<file path="config.mk">
export PLATFORM = sky130hd
export DESIGN_NAME = pipe_ctrl
export DESIGN_NICKNAME = d
export VERILOG_FILES = /design/src/rtl/pipe_ctrl_pkg.sv /design/src/rtl/stall_prio_enc.sv /design/src/rtl/pipe_ctrl.sv
export SDC_FILE = /design/constraint.sdc
export NUM_CORES = 1
export LEC_CHECK = 0
export CAP_MARGIN = 20
export CORE_MARGIN = 2
export CORE_UTILIZATION = 40
export CTS_CLUSTER_SIZE = 24
export DETAILED_ROUTE_END_ITERATION = 7
export PLACE_DENSITY = 0.86
export SYNTH_ARGS = -nofsm -noshare
export SYNTH_HDL_FRONTEND = slang
export SYNTH_SLANG_ARGS = --single-unit
</file>
<file path="constraint.sdc">
create_clock -name clk -period 5.6 [get_ports clk]
set_clock_uncertainty 0.15 [all_clocks]
set_input_delay 1.4 -clock clk [delete_from_list [all_inputs] [get_ports clk]]
set_output_delay 1.4 -clock clk [all_outputs]
set_load 0.005 [all_outputs]
</file>
<file path="src/rtl/pipe_ctrl_pkg.sv">
// Shared definitions for the pipeline controller: FSM encodings and stall-bus width.
package pipe_ctrl_pkg;

  typedef enum logic [1:0] {
    ST_RUN   = 2'd0,
    ST_STALL = 2'd1,
    ST_FLUSH = 2'd2
  } ctrl_state_e;

  // Stall bus carries the PC hold bit plus one hold bit per stage.
  function automatic int stall_w(input int num_stages);
    return num_stages + 1;
  endfunction

endpackage

</file>
<file path="src/rtl/stall_prio_enc.sv">
// Highest-index priority mask: every bit at or below stage k+1 (plus PC hold) is set
// when k is the highest stage requesting a stall.
module stall_prio_enc
  import pipe_ctrl_pkg::*;
#(
  parameter int NUM_STAGES = 5
) (
  input  logic [NUM_STAGES-1:0]            stallreq,
  output logic [stall_w(NUM_STAGES)-1:0]   stall_mask
);

  logic acc;

  // Sweep from the oldest stage down; once any stage asks, everything younger holds.
  always_comb begin
    acc        = 1'b0;
    stall_mask = '0;
    for (int i = NUM_STAGES - 1; i >= 0; i--) begin
      acc             = acc | stallreq[i];
      stall_mask[i+1] = acc;
    end
    stall_mask[0] = acc;
  end

endmodule

</file>
<file path="src/rtl/pipe_ctrl.sv">
// Pipeline stall/flush controller with a sticky stall watchdog.
// Optional performance counters are built when PIPE_CTRL_PERF_EN is defined.
module pipe_ctrl
  import pipe_ctrl_pkg::*;
#(
  parameter int NUM_STAGES    = 5,
  parameter int STALL_TIMEOUT = 1024
) (
  input  logic                           clk,
  input  logic                           rst,
  input  logic [NUM_STAGES-1:0]          stallreq,
  input  logic                           flush_req,
  input  logic [31:0]                    flush_pc,
  output logic [stall_w(NUM_STAGES)-1:0] stall,
  output logic                           flush,
  output logic [31:0]                    new_pc,
  output logic                           stall_timeout,
  output logic [1:0]                     ctrl_state,
  output logic [31:0]                    perf_stall_cycles,
  output logic [31:0]                    perf_flush_count
);

  localparam int WD_W = $clog2(STALL_TIMEOUT + 1);
  localparam logic [WD_W-1:0] WD_MAX = WD_W'(STALL_TIMEOUT);

  logic [stall_w(NUM_STAGES)-1:0] stall_mask;

  ctrl_state_e     state_q, state_d;
  logic            flush_q, flush_d;
  logic [31:0]     new_pc_q, new_pc_d;
  logic [WD_W-1:0] wd_cnt_q, wd_cnt_d;
  logic            timeout_q, timeout_d;
  logic            stall_any;

  stall_prio_enc #(.NUM_STAGES(NUM_STAGES)) u_enc (
    .stallreq   (stallreq),
    .stall_mask (stall_mask)
  );

  // Holds are released while the flush pulse is out so the redirect can propagate.
  assign stall     = (rst || state_q == ST_FLUSH) ? '0 : stall_mask;
  assign stall_any = |stall;

  always_comb begin
    state_d   = ST_RUN;
    flush_d   = flush_req;
    new_pc_d  = flush_req ? flush_pc : new_pc_q;
    wd_cnt_d  = wd_cnt_q;
    timeout_d = timeout_q;
    if (flush_req)      state_d = ST_FLUSH;
    else if (stall_any) state_d = ST_STALL;
    if (!stall_any || flush_q)  wd_cnt_d = '0;
    else if (wd_cnt_q != WD_MAX) wd_cnt_d = wd_cnt_q + 1'b1;
    if (wd_cnt_d == WD_MAX) timeout_d = 1'b1;
  end

  always_ff @(posedge clk) begin
    if (rst) begin
      state_q   <= ST_RUN;
      flush_q   <= 1'b0;
      new_pc_q  <= '0;
      wd_cnt_q  <= '0;
      timeout_q <= 1'b0;
    end else begin
      state_q   <= state_d;
      flush_q   <= flush_d;
      new_pc_q  <= new_pc_d;
      wd_cnt_q  <= wd_cnt_d;
      timeout_q <= timeout_d;
    end
  end

  assign flush         = flush_q;
  assign new_pc        = new_pc_q;
  assign stall_timeout = timeout_q;
  assign ctrl_state    = state_q;

`ifdef PIPE_CTRL_PERF_EN
  logic [31:0] perf_stall_q, perf_stall_d;
  logic [31:0] perf_flush_q, perf_flush_d;

  always_comb begin
    perf_stall_d = perf_stall_q + {31'd0, stall_any};
    perf_flush_d = perf_flush_q + {31'd0, flush_q};
  end

  always_ff @(posedge clk) begin
    if (rst) begin
      perf_stall_q <= '0;
      perf_flush_q <= '0;
    end else begin
      perf_stall_q <= perf_stall_d;
      perf_flush_q <= perf_flush_d;
    end
  end

  assign perf_stall_cycles = perf_stall_q;
  assign perf_flush_count  = perf_flush_q;
`else
  assign perf_stall_cycles = '0;
  assign perf_flush_count  = '0;
`endif

endmodule

</file>
==> impl_results.md, run 1 <==
* Number of port buffers at 81
* Antenna cells at 0
* Warnings, synthesis at 0
* Post-CTS Resized at 0
* Endpoints failing setup at 0
* Final Hold Vio Count at 0
* Final period utilization at 82.3%
* Worst slew margin at 36.3%
* Ranking of synthesized cells by area: dfxtp_1, buf_4, mux2i_1
* Post-route minimum period at 4.61 ns
* Deepest clock path buffer count at 2
* Core Region at 5610 um2
* CP bufs+invs at 2
* Share of cells above drive strength 1 at 3.83%
* Remaining Overflow, GRT at 0
* Outcome: finished, final reports clean
* Finished Layout Cells at 411
* Std-Cell Rows at 27
* Worst path top cell family by delay: buffers and inverters
* Starting density of the core at 42.1%
* Cell area after placement at 2970 um2
* Worst path max stage delay at 0.57 ns
* DRT Pass-1 Iters at 4
* Detailed placement HPWL at 3490 um
* Root Buffer: clkbuf_8
* Initial antenna violation count at 0
* Critical Path AT at 3.06 ns
* Clock Pin Slew Worst Setup and Hold Paths at 0.08 ns
* CTS tree: built
* Hold Path Class: reg2reg
* Synth area leader: dfxtp_1
* # DRC at 0
* Largest net degree at the start of global routing at 38
* RSZ-0062 raised after global routing: false
* Critical Path Source Type: input port
* Total Wirelength at 4640 um
* Critical path's most frequent cell: clkdlybuf4s50_1
* Final Slew Violations at 0
* Tot Pwr at 705 uW
* Unique masters post-synth at 32
* Post-CTS setup buffers at 0
* Post-CTS Hold Buffers at 0
* Final instance area at 3080 um2
* Via count at 1,772
* Crit-path max FO at 4
* Worst-margin pin slew at 0.955 ns
* Skew-Pair Late Insertion Delay at 0.29 ns
* Vias in the first global route at 1,698
* Maximum VDD drop at 0.000176 V
* CTS buffer count at 5
* Flops & latches, synth at 46
* Post-Syn Area at 2360 um2
* Placer Congestion at 0.806
* Seq/Total Area, Yosys at 39.0%
* Die width at 80.8 um
* Pwr/cell area at 229 nW/um2
* Cells along the critical path: clkdlybuf4s50_1, or4_4, nor2_4, nor2_1, clkdlybuf4s50_1
* TNS Setup at 0 ns
* 1st-iter DRT viols at 49
* Synth Instances at 261
* H-tree depth at 2
* Fin nets at 380
* Post-DRT Antenna Nets at 0
* Required @ worst endpoint at 4.05 ns
* Slowest cell on crit path: or4_4
* Placed insts at 403
* Die area at 6530 um2
* Area growth from synthesis to layout at 30.3%
* Area share of the largest cell type after synthesis at 39.0%
* GR Util All Layers at 14.4%
* Kind of critical path: in2out
* First-pass GRT wire length at 7370 um
* Avg Inst Size Synth at 9.05 um2
* Leak at 0.00137 uW
* FMAX at 217 MHz
* Vias/cell at 4.31
* CTS sink cnt at 46
* Critical path endpoint category: primary output
* Number of max-cap violations at 0
* Wire length per cell at 11.3 um
* Die height at 80.8 um
* IO Count at 146
[cell usage in the layout (no fill, tap or decap), types with 2 or more instances in the layout]
master / instances
clkdlybuf4s50_1: 80
conb_1: 64
nor2_1: 51
dfxtp_1: 46
mux2i_1: 33
clkbuf_8: 8
xor2_1: 6
nor2b_1: 5
nor3_1: 5
nand3_1: 5
inv_1: 4
xnor2_1: 4
and3_1: 3
or3_1: 2
nand2_1: 2
nand4_1: 2
a21oi_1: 2
nor4_1: 2
ha_1: 2
[per-layer routing]
layer / up-vias / track usage [%] / part of all wire [%] / wire (um)
li1: 876 / - / - / -
met1: 800 / 15.2 / 39 / 1800
met2: 91 / 24.0 / 48 / 2210
met3: 5 / 7.78 / 12 / 575
met4: 0 / 5.76 / 1.2 / 57
met5: - / 0 / 0 / 0
[final timing paths]
| check | start | endpoint | slack (ns) | depth (start not counted) |
|---|---|---|---|---|
| worst max-delay path | stallreq[3] | stall[1] | 0.99 | 5 |
| worst max register to register | wd_cnt_q[0] | stall_timeout | 3.58 | 7 |
| worst min register to register | new_pc[11] | new_pc[11] | 0.35 | 2 |
| worst min-delay path | new_pc[11] | new_pc[11] | 0.35 | 2 |
[power by group]
part	leakage, uW	internal (uW)	total, uW	switching, uW
clock network	0.0000575	125	231	107
logic	0.000935	71.8	122	49.7
registers	0.000378	343	352	9.80
total	0.00137	539	705	166
[synthesized netlist by cell type]
master    count
ha_1          2
nor2_1       51
a22oi_1       1
or3_1         2
mux2i_1      33
nand2_1       2
nand4_1       2
o21ai_0       1
buf_1         1
a31o_1        1
dfxtp_1      46
nor3_1        5
and2_1        1
and3_1        3
a21oi_1       2
nor4_1        2
nor4b_2       1
clkbuf_1      4
and4_1        1
nor2_4        1
buf_4        66
nand3_1       5
nor4b_1       1
xnor2_1       4
nor2b_1       5
inv_1         4
a21o_1        1
o211ai_1      1
conb_1        1
or4_4         1
xor2_1        6
buf_2         4
[final cells by class]
class	count	area, um2
Sequential cell	46	921
Clock buffer	8	110
Multi-Input combinational cell	199	1130
Timing Repair Buffer	82	813
Tap cell	72	90.1
Inverter	4	15.0
Fill cell	489	2530
[per-stage QoR]
stage / util (%) / setup WS (ns) / hold slack (ns)
floorplan: - / 1.81 / 0.335
global placement: 52.9 / 1.03 / 0.321
detailed placement: 52.9 / 0.985 / 0.335
CTS: 54.9 / 0.986 / 0.355
global route: 54.9 / 0.921 / 0.389
finish: 54.9 / 0.989 / 0.346
[state kept, by name, summed over array words and instances (netlist names)]
signal	count
ctrl_state	2
new_pc	32
stall_timeout	1
wd_cnt_q	11
[logic make-up after synthesis]
group           after synthesis  share of synthesized area, %
flops                        46                          39.0
buf+inv                      79                          23.3
compound gates                7                          1.96
simple gates                 83                          16.9
xor+xnor                     10                          3.71
other cells                   1                         0.159
fa+ha+maj                     2                          1.06
mux                          33                          14.0
[worst min-delay path: cells and delay by family (launching register included)]
family	cells	cell delay (ns)
DFF	1	0.33
muxes	1	0.06
and+or+nand+nor	1	0.07
Power figures use the tool's default switching activity.
==> run 2, diff against run 1 <==
--- a/config.mk
+++ b/config.mk
@@ -7,10 +7,10 @@
 export LEC_CHECK = 0
 export CAP_MARGIN = 20
 export CORE_MARGIN = 2
-export CORE_UTILIZATION = 40
+export CORE_UTILIZATION = 34
 export CTS_CLUSTER_SIZE = 24
 export DETAILED_ROUTE_END_ITERATION = 7
-export PLACE_DENSITY = 0.86
+export PLACE_DENSITY = 0.78
 export SYNTH_ARGS = -nofsm -noshare
 export SYNTH_HDL_FRONTEND = slang
 export SYNTH_SLANG_ARGS = --single-unit
==> constraint.sdc (replaced) <==
create_clock -name clk -period 4.04 [get_ports clk]
set_clock_uncertainty 0.15 [all_clocks]
set_input_delay 1.01 -clock clk [delete_from_list [all_inputs] [get_ports clk]]
set_output_delay 1.01 -clock clk [all_outputs]
set_load 0.005 [all_outputs]
==> impl_results.md, run 2 (same netlist as run 1, synthesis figures left out) <==
* Post-CTS Hold Buffers at 0 (unchanged)
* Register Area at 921 um2 (unchanged)
* IO Count at 146 (unchanged)
* Vias in the first global route at 1,630 (-4.0%)
* Slowest cell on crit path: or4_4
* Comb pwr share at 17.9% (+0.7 points)
* Maximum VDD drop at 0.000231 V (+31%)
* Final Slew Violations at 0 (unchanged)
* Post-DRT Antenna Nets at 0 (unchanged)
* Area growth from synthesis to layout at 29.9%
* TNS Setup at 0 ns (unchanged)
* Number of port buffers at 81 (unchanged)
* Std-Cell Rows at 30 (+11%)
* Pint at 713 uW (+32%)
* Antenna cells at 0 (unchanged)
* Largest net degree at the start of global routing at 38 (unchanged)
* Critical Path AT at 2.68 ns (-0.38 ns)
* Number of max-cap violations at 0 (unchanged)
* Worst-margin pin slew at 0.964 ns (+0.00915 ns)
* Initial antenna violation count at 0 (unchanged)
* First-pass GRT wire length at 7230 um (-1.9%)
* Fillers at 644 (+32%)
* Skew-Pair Late Insertion Delay at 0.29 ns (about the same)
* Via count at 1,761 (-0.62%)
* Critical Path Source Type: input port
* Most frequent cells in the layout: clkdlybuf4s50_1, conb_1, nor2_1, dfxtp_1, mux2i_1
* Vias/cell at 4.20 (-2.5%)
* Clock Pin Slew Worst Setup and Hold Paths at 0.08 ns (about the same)
* Deepest clock path buffer count at 2 (unchanged)
* Commonest non-fill, non-tap cell in the layout: clkdlybuf4s50_1
* CP bufs+invs at 2 (unchanged)
* H-tree depth at 2 (unchanged)
* CTS tree: built
* Pwr/cell area at 307 nW/um2 (+34%)
* Final Hold Vio Count at 0 (unchanged)
* Total Wirelength at 4580 um (-1.4%)
* RSZ-0062 raised after global routing: false
* Max reg flops at 32 (unchanged)
* Placer Congestion at 0.799 (-0.89%)
* Hold slack at 0.348 ns (+0.00186 ns)
* CTS sink cnt at 46 (unchanged)
* Core Region at 6760 um2 (+20%)
* Die height at 87.3 um (+8.0%)
* Remaining Overflow, GRT at 0 (unchanged)
* Kind of critical path: in2out
* Required @ worst endpoint at 2.88 ns (-1.17 ns)
* Post-route minimum period at 3.84 ns
* Share of cells above drive strength 1 at 3.54% (-0.29 points)
* GRT met1 Usage at 13.6% (-1.6 points)
* Post-CTS setup buffers at 0 (unchanged)
* Area of the multi-input gates at 1130 um2 (unchanged)
* Crit-path max FO at 4 (unchanged)
* CTS buffer count at 5 (unchanged)
* Worst path top cell family by delay: buffers and inverters
* Die area at 7630 um2 (+17%)
* Outcome: finished, final reports clean
* Starting density of the core at 34.9% (-7.2 points)
* Wire length per cell at 10.9 um (-3.3%)
* Worst slew margin at 35.7% (-0.61 points)
* Final period utilization at 95.0%
* 1st-iter DRT viols at 65 (+33%)
* DRT Pass-1 Iters at 4 (unchanged)
* Cell area after placement at 2980 um2 (+0.34%)
* Switching power at 230 uW (+38%)
* Cells along the critical path: clkdlybuf4s50_1, or4_4, nor2_4, nor2_1, clkdlybuf4s50_1
* # DRC at 0 (unchanged)
* Final Util at 45.4% (-9.5 points)
* Critical path's most frequent cell: clkdlybuf4s50_1
* Hold Path Class: reg2reg
* GR Util All Layers at 12.1% (-2.3 points)
* Global route hottest layer: met2
* Critical path endpoint category: primary output
* Worst path max stage delay at 0.56 ns (about the same)
* Root Buffer: clkbuf_8
* Tot Pwr at 942 uW (+34%)
* Met3 usage at 7.01% (-0.76 points)
* Fin nets at 380 (unchanged)
* Endpoints failing setup at 0 (unchanged)
* FMAX at 261 MHz
* Post-CTS Resized at 0 (unchanged)
* Grt met2 use at 18.8% (-5.2 points)
* Register share of total power at 51.8% (+1.8 points)
* Final instance area at 3070 um2 (-0.28%)
* Clock Power Share at 30.2% (-2.6 points)
* Detailed placement HPWL at 3390 um (-2.7%)
* Die width at 87.3 um (+8.0%)
* Switching share of power at 24.4% (+0.79 points)
* Leak at 0.00136 uW (-0.68%)
[run 2: cell types whose count changed in the layout (fill, tap and decap cells not counted), sizes merged]
cell,previous run,this run
clkbuf,8,7
clkinv,0,1
[run 2: final cells by class]
| class | instances | area share (%) |
|---|---|---|
| Clock buffer | 7 | 2.81 |
| Tap cell | 80 | 3.26 |
| Multi-Input combinational cell | 199 | 36.7 |
| Timing Repair Buffer | 82 | 26.5 |
| Sequential cell | 46 | 30.0 |
| Clock inverter | 1 | 0.163 |
| Inverter | 4 | 0.489 |
[run 2: tightest hold or removal path, stage by stage, from the launching register on]
cell and delay, ns:
dfxtp_1 0.33, mux2i_1 0.06, nor2_1 0.07
[run 2: final timing paths]
| path | start | endpoint | slack (ns) | cells past startpoint |
|---|---|---|---|---|
| worst max register to register | wd_cnt_q[0] | stall_timeout | 2.05 | 7 |
| worst max-delay path | stallreq[4] | stall[0] | 0.20 | 5 |
| worst min-delay path | new_pc[19] | new_pc[19] | 0.35 | 2 |
| worst min register to register | new_pc[19] | new_pc[19] | 0.35 | 2 |
[run 2: routing by layer]
layer	share of wire [%]	routed length, um
met5	0	0
met1	40	1850
met2	47	2140
met3	12	561
met4	0.63	29
[run 2: power groups by stage]
stage          clock, uW  sequential [uW]  combinational, uW
6_report             285              488                169
5_1_grt              321              492                188
4_1_cts              298              489                170
3_5_place_dp           0              499                169
3_3_place_gp           0              497                166
2_1_floorplan          0              499                117
[run 2: through the flow]
stage          cells  setup WS (ns)
5_1_grt          419          0.152
4_1_cts          419          0.194
3_3_place_gp     411          0.253
3_5_place_dp     411          0.197
2_1_floorplan    324           1.03
6_report         419          0.202
==> run 3, diff against run 2 <==
--- a/config.mk
+++ b/config.mk
@@ -5,12 +5,14 @@
 export SDC_FILE = /design/constraint.sdc
 export NUM_CORES = 1
 export LEC_CHECK = 0
+export ABC_CLOCK_PERIOD_IN_PS = 4040
 export CAP_MARGIN = 20
 export CORE_MARGIN = 2
 export CORE_UTILIZATION = 34
 export CTS_CLUSTER_SIZE = 24
 export DETAILED_ROUTE_END_ITERATION = 7
 export PLACE_DENSITY = 0.78
+export SKIP_LAST_GASP = 1
 export SYNTH_ARGS = -nofsm -noshare
 export SYNTH_HDL_FRONTEND = slang
 export SYNTH_SLANG_ARGS = --single-unit
==> results of run 3 <==
Same layout as run 2: the final DEF is identical, and so are final timing and power.
